==> src/rtl/frame_buffer_pkg.sv <==
// Shared widths, arbiter state encoding and address packing for the frame-buffer arbiter.
package frame_buffer_pkg;

   localparam int ADDR_WIDTH = 10;
   localparam int DATA_WIDTH = 32;

   typedef enum logic [1:0] {
      IDLE,
      RD,
      WR
   } arb_state_t;

   function automatic logic [ADDR_WIDTH-1:0] make_addr(input logic [1:0] panel,
                                                       input logic [3:0] row,
                                                       input logic [3:0] chunk);
      return {panel, row, chunk};
   endfunction

endpackage

==> src/rtl/frame_buffer_arbiter_if.sv <==
// Bundle of the USB write path, display read path and RAM command bus around the arbiter.
interface frame_buffer_arbiter_if #(parameter int LEVEL_WIDTH = 3) ();
   import frame_buffer_pkg::*;

   logic                   wr_strobe;
   logic [1:0]             wr_panel;
   logic [3:0]             wr_row;
   logic [3:0]             wr_chunk;
   logic [DATA_WIDTH-1:0]  wr_data;
   logic                   wr_overflow;
   logic [LEVEL_WIDTH-1:0] fifo_level;

   logic                   rd_req;
   logic [ADDR_WIDTH-1:0]  rd_addr;
   logic                   rd_grant;
   logic                   rd_data_valid;
   logic [DATA_WIDTH-1:0]  rd_data;

   logic [ADDR_WIDTH-1:0]  mem_addr;
   logic [DATA_WIDTH-1:0]  mem_wdata;
   logic                   mem_we;
   logic                   mem_re;
   logic [DATA_WIDTH-1:0]  mem_rdata;

   // The arbiter is the slave of both requesters and drives the RAM command bus.
   modport slave (
      input  wr_strobe, wr_panel, wr_row, wr_chunk, wr_data, rd_req, rd_addr, mem_rdata,
      output wr_overflow, fifo_level, rd_grant, rd_data_valid, rd_data,
             mem_addr, mem_wdata, mem_we, mem_re
   );

   modport master (
      output wr_strobe, wr_panel, wr_row, wr_chunk, wr_data, rd_req, rd_addr, mem_rdata,
      input  wr_overflow, fifo_level, rd_grant, rd_data_valid, rd_data,
             mem_addr, mem_wdata, mem_we, mem_re
   );

endinterface

==> src/rtl/frame_buffer_arbiter_fifo.sv <==
// Synchronous write-queue FIFO; a push on a full FIFO is only taken when a pop frees a slot.
module chunk_write_fifo #(
   parameter int DEPTH = 4,
   parameter int WIDTH = 42
) (
   input  logic                           clk,
   input  logic                           reset,
   input  logic                           push,
   input  logic [WIDTH-1:0]               wdata,
   input  logic                           pop,
   output logic [WIDTH-1:0]               rdata,
   output logic                           full,
   output logic                           empty,
   output logic [$clog2(DEPTH+1)-1:0]     level
);

   localparam int PW = $clog2(DEPTH);
   localparam int LW = $clog2(DEPTH+1);

   logic [WIDTH-1:0] mem [DEPTH];
   logic [PW-1:0]    rd_ptr;
   logic [PW-1:0]    wr_ptr;
   logic [LW-1:0]    count;
   logic             do_push;
   logic             do_pop;

   assign full    = (count == LW'(DEPTH));
   assign empty   = (count == '0);
   assign level   = count;
   assign rdata   = mem[rd_ptr];
   assign do_pop  = pop && !empty;
   assign do_push = push && (!full || do_pop);

   always_ff @(posedge clk) begin
      if (do_push) begin
         mem[wr_ptr] <= wdata;
      end
   end

   // Pointers wrap naturally because DEPTH is a power of two.
   always_ff @(posedge clk) begin
      if (reset) begin
         rd_ptr <= '0;
         wr_ptr <= '0;
         count  <= '0;
      end else begin
         if (do_push) begin
            wr_ptr <= wr_ptr + 1'b1;
         end
         if (do_pop) begin
            rd_ptr <= rd_ptr + 1'b1;
         end
         case ({do_push, do_pop})
            2'b10:   count <= count + 1'b1;
            2'b01:   count <= count - 1'b1;
            default: count <= count;
         endcase
      end
   end

endmodule

==> src/rtl/frame_buffer_arbiter.sv <==
// Shares the single-port frame-buffer RAM between queued USB chunk writes and display reads,
// giving reads priority up to a streak limit so pending writes always make progress.
module frame_buffer_arbiter
   import frame_buffer_pkg::*;
#(
   parameter int FIFO_DEPTH    = 4,
   parameter int MAX_RD_STREAK = 8
) (
   input  logic                   clk,
   input  logic                   reset,
   frame_buffer_arbiter_if.slave  bus
);

   localparam int EW = ADDR_WIDTH + DATA_WIDTH;
   localparam int LW = $clog2(FIFO_DEPTH + 1);
   localparam int SW = $clog2(MAX_RD_STREAK + 1);

   logic [EW-1:0]         push_entry;
   logic [EW-1:0]         head_entry;
   logic                  fifo_full;
   logic                  fifo_empty;
   logic [LW-1:0]         fifo_count;
   logic                  read_win;
   logic                  write_win;

   arb_state_t            state;
   logic [SW-1:0]         streak;
   logic [ADDR_WIDTH-1:0] mem_addr_q;
   logic [DATA_WIDTH-1:0] mem_wdata_q;
   logic                  rd_valid_q;
   logic                  overflow_q;

   assign push_entry = {make_addr(bus.wr_panel, bus.wr_row, bus.wr_chunk), bus.wr_data};

   chunk_write_fifo #(
      .DEPTH (FIFO_DEPTH),
      .WIDTH (EW)
   ) u_fifo (
      .clk   (clk),
      .reset (reset),
      .push  (bus.wr_strobe),
      .wdata (push_entry),
      .pop   (write_win),
      .rdata (head_entry),
      .full  (fifo_full),
      .empty (fifo_empty),
      .level (fifo_count)
   );

   assign read_win  = bus.rd_req && (fifo_empty || (streak < SW'(MAX_RD_STREAK)));
   assign write_win = !read_win && !fifo_empty;

   // The streak never passes the limit: once it reaches it, a pending write wins and clears it.
   always_ff @(posedge clk) begin
      if (reset) begin
         state       <= IDLE;
         streak      <= '0;
         mem_addr_q  <= '0;
         mem_wdata_q <= '0;
         rd_valid_q  <= 1'b0;
         overflow_q  <= 1'b0;
      end else begin
         rd_valid_q <= (state == RD);
         if (bus.wr_strobe && fifo_full && !write_win) begin
            overflow_q <= 1'b1;
         end
         if (read_win) begin
            state       <= RD;
            mem_addr_q  <= bus.rd_addr;
            mem_wdata_q <= '0;
         end else if (write_win) begin
            state                     <= WR;
            {mem_addr_q, mem_wdata_q} <= head_entry;
         end else begin
            state       <= IDLE;
            mem_addr_q  <= '0;
            mem_wdata_q <= '0;
         end
         if (read_win && !fifo_empty) begin
            streak <= streak + 1'b1;
         end else begin
            streak <= '0;
         end
      end
   end

   assign bus.mem_re        = (state == RD);
   assign bus.rd_grant      = (state == RD);
   assign bus.mem_we        = (state == WR);
   assign bus.mem_addr      = mem_addr_q;
   assign bus.mem_wdata     = mem_wdata_q;
   assign bus.rd_data_valid = rd_valid_q;
   assign bus.rd_data       = rd_valid_q ? bus.mem_rdata : '0;
   assign bus.fifo_level    = fifo_count;
   assign bus.wr_overflow   = overflow_q;

endmodule

==> src/flat_wrapper.sv <==
// flat-port wrapper written by rule: the top's interface ports become plain ports
module frame_buffer_arbiter_flat import frame_buffer_pkg::*;
#(
   parameter int FIFO_DEPTH    = 4,
   parameter int MAX_RD_STREAK = 8
)
  (clk, reset, bus_wr_strobe, bus_wr_panel, bus_wr_row, bus_wr_chunk, bus_wr_data, bus_rd_req, bus_rd_addr, bus_mem_rdata, bus_wr_overflow, bus_fifo_level, bus_rd_grant, bus_rd_data_valid, bus_rd_data, bus_mem_addr, bus_mem_wdata, bus_mem_we, bus_mem_re);
  frame_buffer_arbiter_if #(.LEVEL_WIDTH(3)) bus_i ();
  input  logic clk;
  input  logic reset;
  input wire logic [$bits(bus_i.wr_strobe)-1:0] bus_wr_strobe;
  input wire logic [$bits(bus_i.wr_panel)-1:0] bus_wr_panel;
  input wire logic [$bits(bus_i.wr_row)-1:0] bus_wr_row;
  input wire logic [$bits(bus_i.wr_chunk)-1:0] bus_wr_chunk;
  input wire logic [$bits(bus_i.wr_data)-1:0] bus_wr_data;
  input wire logic [$bits(bus_i.rd_req)-1:0] bus_rd_req;
  input wire logic [$bits(bus_i.rd_addr)-1:0] bus_rd_addr;
  input wire logic [$bits(bus_i.mem_rdata)-1:0] bus_mem_rdata;
  output wire logic [$bits(bus_i.wr_overflow)-1:0] bus_wr_overflow;
  output wire logic [$bits(bus_i.fifo_level)-1:0] bus_fifo_level;
  output wire logic [$bits(bus_i.rd_grant)-1:0] bus_rd_grant;
  output wire logic [$bits(bus_i.rd_data_valid)-1:0] bus_rd_data_valid;
  output wire logic [$bits(bus_i.rd_data)-1:0] bus_rd_data;
  output wire logic [$bits(bus_i.mem_addr)-1:0] bus_mem_addr;
  output wire logic [$bits(bus_i.mem_wdata)-1:0] bus_mem_wdata;
  output wire logic [$bits(bus_i.mem_we)-1:0] bus_mem_we;
  output wire logic [$bits(bus_i.mem_re)-1:0] bus_mem_re;
  assign bus_i.wr_strobe = bus_wr_strobe;
  assign bus_i.wr_panel = bus_wr_panel;
  assign bus_i.wr_row = bus_wr_row;
  assign bus_i.wr_chunk = bus_wr_chunk;
  assign bus_i.wr_data = bus_wr_data;
  assign bus_i.rd_req = bus_rd_req;
  assign bus_i.rd_addr = bus_rd_addr;
  assign bus_i.mem_rdata = bus_mem_rdata;
  assign bus_wr_overflow = bus_i.wr_overflow;
  assign bus_fifo_level = bus_i.fifo_level;
  assign bus_rd_grant = bus_i.rd_grant;
  assign bus_rd_data_valid = bus_i.rd_data_valid;
  assign bus_rd_data = bus_i.rd_data;
  assign bus_mem_addr = bus_i.mem_addr;
  assign bus_mem_wdata = bus_i.mem_wdata;
  assign bus_mem_we = bus_i.mem_we;
  assign bus_mem_re = bus_i.mem_re;
  frame_buffer_arbiter #(.FIFO_DEPTH(FIFO_DEPTH), .MAX_RD_STREAK(MAX_RD_STREAK)) u_core (.clk(clk), .reset(reset), .bus(bus_i));
endmodule
==> config.mk <==
export PLATFORM = sky130hd
export DESIGN_NAME = frame_buffer_arbiter_flat
export DESIGN_NICKNAME = d
export VERILOG_FILES = /design/src/rtl/frame_buffer_pkg.sv /design/src/rtl/frame_buffer_arbiter_if.sv /design/src/rtl/frame_buffer_arbiter_fifo.sv /design/src/rtl/frame_buffer_arbiter.sv /design/src/flat_wrapper.sv
export SDC_FILE = /design/constraint.sdc
export NUM_CORES = 1
export LEC_CHECK = 0
export ABC_AREA = 1
export CAP_MARGIN = 20
export CORE_MARGIN = 1
export CORE_UTILIZATION = 51
export CTS_CLUSTER_SIZE = 14
export DETAILED_ROUTE_END_ITERATION = 8
export PLACE_DENSITY_LB_ADDON = 0.08
export SLEW_MARGIN = 15
export SYNTH_ARGS = -nofsm -noshare
export SYNTH_HDL_FRONTEND = slang
export SYNTH_SLANG_ARGS = --single-unit
==> constraint.sdc <==
create_clock -name clk -period 4.8 [get_ports clk]
set_input_delay 1.2 -clock clk [delete_from_list [all_inputs] [get_ports clk]]
set_output_delay 1.2 -clock clk [all_outputs]
set_load 0.03 [all_outputs]
# Yosys cells after proc, flatten, opt, wreduce, memory -nomap -nowiden
# Memory sizes are Yosys's and may differ from the RTL's. A register that Yosys moved wholly into a read port is not among the register bits.
# Cells that the tools add are included.
# Widths: inputs -> output; s select.
[classes]
add_sub_neg = 5
multipliers = 0
div_mod_pow = 0
magnitude_cmp = 1
n_eq_ne = 5
shifts = 0
mux = 10
bitwise_logic = 2
n_reduce_logical = 18
[op_table]
columns = ["op", "count"]
rows = [
  ["$mux 32", 1],
  ["$mux 10", 2],
  ["$logic_and 1x1->1", 7],
  ["$mux 2", 3],
  ["$pmux 3 s2", 1],
  ["$add 2x1->2 const B", 2],
  ["$add 4x1->4 const B", 1],
  ["$eq 2x1->1 const B", 2],
  ["$eq 2x2->1 const B", 2],
  ["$logic_not 1->1", 4],
  ["$lt 4x4->1 const B", 1],
  ["$reduce_or 2->1", 2],
  ["$add 3x1->3 const B", 1],
  ["$eq 3x3->1 const B", 1],
  ["$logic_not 3->1", 1],
  ["$mux 1", 3],
  ["$reduce_or 3->1", 1],
  ["$sub 3x1->3 const B", 1],
  ["$logic_or 1x1->1", 2],
  ["$not 1->1", 2],
  ["$reduce_bool 2->1", 1],
]
[totals]
register_bits = 57
latchBits = 0
mem_bits_rw = 168
mem_bits_ro = 0
input_bits = 88
output_inout_bits = 82
elab_cells = 52
n_memories = 1
[memory_table]
columns = ["memory", "depth", "width", "rd", "rd_ports_with_merged_regs", "wr", "line", "source"]
rows = [
  ["u_core.u_fifo.mem", 4, 42, 1, 1, 1, "frame_buffer_arbiter_fifo.sv:20", "logic [WIDTH-1:0] mem [DEPTH];"],
]

# Depth between registers and ports, before layout
[logic_depth]
word_depth = 10
depth_mapped = 9
depth_no_buf = 9

# Modules after synthesis
# From an unflattened synthesis, not the netlist that was laid out.
[unflattened]
cells_unflattened = 716
area_unflattened_um2 = 8501.9
[modules_own_cells]
columns = ["module", "instances", "cells_per_inst", "area_per_inst_um2", "seq_area_each_um2"]
rows = [
  ["chunk_write_fifo", 1, 470, 6691.4, 5225.0],
  ["frame_buffer_arbiter", 1, 246, 1810.5, 1001.0],
]

# Worst setup path before layout
# OpenSTA, ideal clock, no wires.
[synth_path]
path_kind = "input port to flip-flop"
startpoint = "input bus_rd_req"
endpoint = "memory u_core.u_fifo.mem[0][0] (enable)"
t_arrival_ns = 3.299
path_slack_ns = 1.060
stages = 5
path_buffers = 0
cell_sequence = "inv_2 -> o21ai_4 -> nand2_1 -> nand2_2 -> nor2_1"
[synth_via]
elab_chain_len = 8
[synth_rtl]
columns = ["element", "line", "source"]
rows = [
  ["start, declared", "flat_wrapper.sv:16", "input wire logic [$bits(bus_i.rd_req)-1:0] bus_rd_req;"],
  ["$logic_and 1x1->1", "frame_buffer_arbiter.sv:50", "assign read_win = bus.rd_req && (fifo_empty || (streak < SW'(MAX_RD_STREAK)));"],
  ["$logic_not 1->1", "frame_buffer_arbiter.sv:51", "assign write_win = !read_win && !fifo_empty;"],
  ["$logic_and 1x1->1", "frame_buffer_arbiter.sv:51", ""],
  ["$logic_and 1x1->1", "frame_buffer_arbiter_fifo.sv:31", "assign do_pop = pop && !empty;"],
  ["$logic_or 1x1->1", "frame_buffer_arbiter_fifo.sv:32", "assign do_push = push && (!full || do_pop);"],
  ["$logic_and 1x1->1", "frame_buffer_arbiter_fifo.sv:32", ""],
  ["$mux 1", "frame_buffer_arbiter_fifo.sv:35", "if (do_push) begin"],
  ["$mux 1 (not written as such)", "frame_buffer_arbiter_fifo.sv:36", "mem[wr_ptr] <= wdata;"],
  ["end, declared", "frame_buffer_arbiter_fifo.sv:20", ""],
]
# No other way between the ends.

# Worst setup path in the final report
[layout_path]
startpoint = "input bus_mem_rdata[6]"
endpoint = "output bus_rd_data[6]"
[layout_via]
elab_chain_len = 1
[layout_rtl]
columns = ["element", "line", "source"]
rows = [
  ["start, declared", "flat_wrapper.sv:18", "input wire logic [$bits(bus_i.mem_rdata)-1:0] bus_mem_rdata;"],
  ["$mux 32", "frame_buffer_arbiter.sv:93", "assign bus.rd_data = rd_valid_q ? bus.mem_rdata : '0;"],
  ["end, declared", "flat_wrapper.sv:23", "output wire logic [$bits(bus_i.rd_data)-1:0] bus_rd_data;"],
]
# No other way between the ends.

==> impl_metrics.ini <==
[floorplan]
floorplan.initialDensity_pct = 52.1
dieArea_um2 = 17400
design.core.area_um2 = 16500
chipWidth_um = 132
ioPinCount = 170
die_height_um = 132
placementRows = 47

[timing]
timing.final.crit_share_pct = 77.6
final_setup_violating_endpoints = 0
finClkSkew_ps = 20.3
fin_setup_tns_ps = 0
holdWs_ps = 434
fin_crit_ps = 3730
hold_viol = 0
max-slew-margin-rel_pct = 31.3
final_max_slew_viol_count = 0
highest_clock_frequency_the_design_can_meet_ghz = 0.268
grt_setup_unrepaired = no
worst_slew_pin_slew_ps = 1030

[critical_path]
cp-start-kind = input port
criticalPathCategory = in -> out
worst-endpoint-arrival_ps = 2530
required_ps = 3600
crit_path_max_fanout = 1
end_kind = output port

[synth]
synth_top_cells_by_area = edfxtp_1 59%, dfxtp_1 14%, nor2_1 7.1%, a21oi_2 3.1%, o21ai_0 3.0%
ys_types = 34
post_synth_inst_count = 705
synth_area_per_cell_um2 = 12.2
seq_area_frac_synth_pct = 72.3
fraction_of_registers_with_async_set_or_reset_after_synthesis_pct = 0
synth_warnings = 0
synth.cells.most_frequent = 168 x edfxtp_1, 164 x nor2_1, 59 x dfxtp_1, 51 x o21ai_0
synth_nets = 799
synth-seq-cells = 227
syn-cell-area_um2 = 8610
synth_top_area_share_pct = 58.6
synth_edf_count = 168
synth_most_common_cell = edfxtp_1
yosys_most_used_dff = edfxtp_1
yosysTopAreaCell = edfxtp_1

[hold_path]
min_path_type = reg -> reg

[clock_tree]
post_cts_resized = 0
clock-sinks = 227
cts_setup_buffers = 0
cts.hold.buffers_added = 0
cts_buffer_depth = 3
cts_inserted_buffers = 23
htreeDepth = 1
worst_skew_pair.late_latency_ps = 510
cts_tree = yes
clockRootBuffer = clkbuf_16
path_clk_slew_ps = 60

[final_layout]
finish.cell_count_without_fillers = 1106
final_area_um2 = 11200
area_growth_pct = 30.3
fillers = 1210
fin_nets = 963
layout-drive-gt1-share_pct = 10.7

[run]
maxCapViolations = 0

[place]
gp_routability_congestion = 0.840
placement.io_buffers = 169
post-dp-hpwl_mm = 10.9
count_of_placed_standard_cells_including_taps = 1064
placed_cell_area_um2 = 10500

[global_route]
track_usage_pct = 21.4
gr-total-overflow = 0
first_pass_grt_wire_length_mm = 29.1
initial_antenna_violation_count = 2
grt_max_degree = 86
first_global_vias = 5602

[outcome]
result_of_the_run = completed

[power_and_ir_drop]
clock_power_share_pct = 34.4
pwr-share-seq_pct = 48.0
p_sw_share_pct = 26.8
leakage_power_figure_nw = 4.12
p_sw_mw = 1.33
power_density_nw_per_um2 = 441
combinationalPowerShare_pct = 17.6
p_total_mw = 4.95
vdd_ir_drop_max_mv = 0.377
power_report.internal_total_mw = 3.62

[routing]
wl_per_cell_um = 16.7
drt_wl_total_mm = 18.4
drc = 0
drt.antenna.violating_nets = 0
dr.first_iter.drc_count = 304
drtPass1Iterations = 4
via_density = 5.06
dr_total_vias = 5598
==> stage by stage <==
step	setup WS, ps	utilization (%)
finish	1070	67.9
global route	919	67.9
CTS	1070	67.9
detailed placement	1080	63.5
global placement	1080	63.5
floorplan	1060	-
==> worst paths after layout <==
path                                    to  slack (ps)        startpoint  depth (start not counted)
setup / recovery            bus_rd_data[6]        1070  bus_mem_rdata[6]                          4
hold reg to reg   u_core.bus.rd_data_valid         430   u_core.state[1]                          1
hold / removal    u_core.bus.rd_data_valid         430   u_core.state[1]                          1
setup reg to reg    u_core.bus.mem_addr[3]        2240          register                          5
==> cell families after synthesis <==
kind of cell,share of synthesized area (%)
AND/OR/NAND/NOR,10.7
flip-flops,72.3
AO/OA/AOI/OAI,10.9
buffers and inverters,4.88
adder cells (fa/ha/maj),0.959
XOR/XNOR,0.203
==> per-layer routing <==
| layer | part of all wire (%) | vias up | GRT usage (%) |
|---|---|---|---|
| met5 | 0 | - | 0 |
| met4 | 2.5 | 0 | 7.62 |
| met3 | 5.2 | 39 | 3.69 |
| met2 | 50 | 147 | 37.3 |
| met1 | 42 | 2672 | 26.9 |
| li1 | - | 2740 | - |
==> sequential cells by signal, indices dropped and copies added (netlist names), named ones only <==
| name | count |
|---|---|
| u_core.u_fifo.mem | 168 |
| u_core.bus.mem_wdata | 32 |
| u_core.bus.mem_addr | 10 |
| u_core.streak | 4 |
| u_core.u_fifo.level | 3 |
| u_core.state | 2 |
| u_core.u_fifo.rd_ptr | 2 |
| u_core.u_fifo.wr_ptr | 2 |
| u_core.bus.rd_data_valid | 1 |
| u_core.bus.wr_overflow | 1 |
==> worst max-delay path: stages <==
cell and delay, ps:
clkdlybuf4s50_1 490, nand2_1 60, inv_1 100, clkdlybuf4s50_1 670
==> power groups by stage <==
stage	Clock (mW)	Sequential, mW	Combinational (mW)
finish	1.70	2.37	0.872
global route	1.82	2.39	0.951
CTS	1.74	2.38	0.883
detailed placement	0	2.42	0.879
global placement	0	2.41	0.854
floorplan	0	2.46	0.499
==> cells in the final DEF (no fill, tap or decap), types with 2 or more instances in the layout <==
master,count
clkdlybuf4s50_1,169
edfxtp_1,168
nor3_1,2
o21ai_0,51
a21oi_2,30
buf_4,2
nand2_2,3
a21oi_1,7
ha_1,5
dfxtp_1,57
nor2_4,5
o22a_1,10
o21ai_1,40
inv_2,7
inv_1,49
nand3_1,5
clkbuf_8,2
clkbuf_16,23
clkbuf_1,6
nor2_1,160
clkinv_1,4
buf_12,4
bufinv_16,2
o21ai_2,7
nand2_1,49
clkinv_2,3
==> final cells by class <==
type | count | area [µm²] | area share, %
antenna | 1 | 2.50 | 0.0223
clock buffer | 31 | 626 | 5.57
clock inverter | 10 | 98.8 | 0.880
inverter | 56 | 210 | 1.87
multi-input combinational | 386 | 2000 | 17.8
sequential | 227 | 6230 | 55.5
tap | 220 | 275 | 2.45
timing repair buffer | 175 | 1790 | 15.9
(Power assumes the default switching activity.)
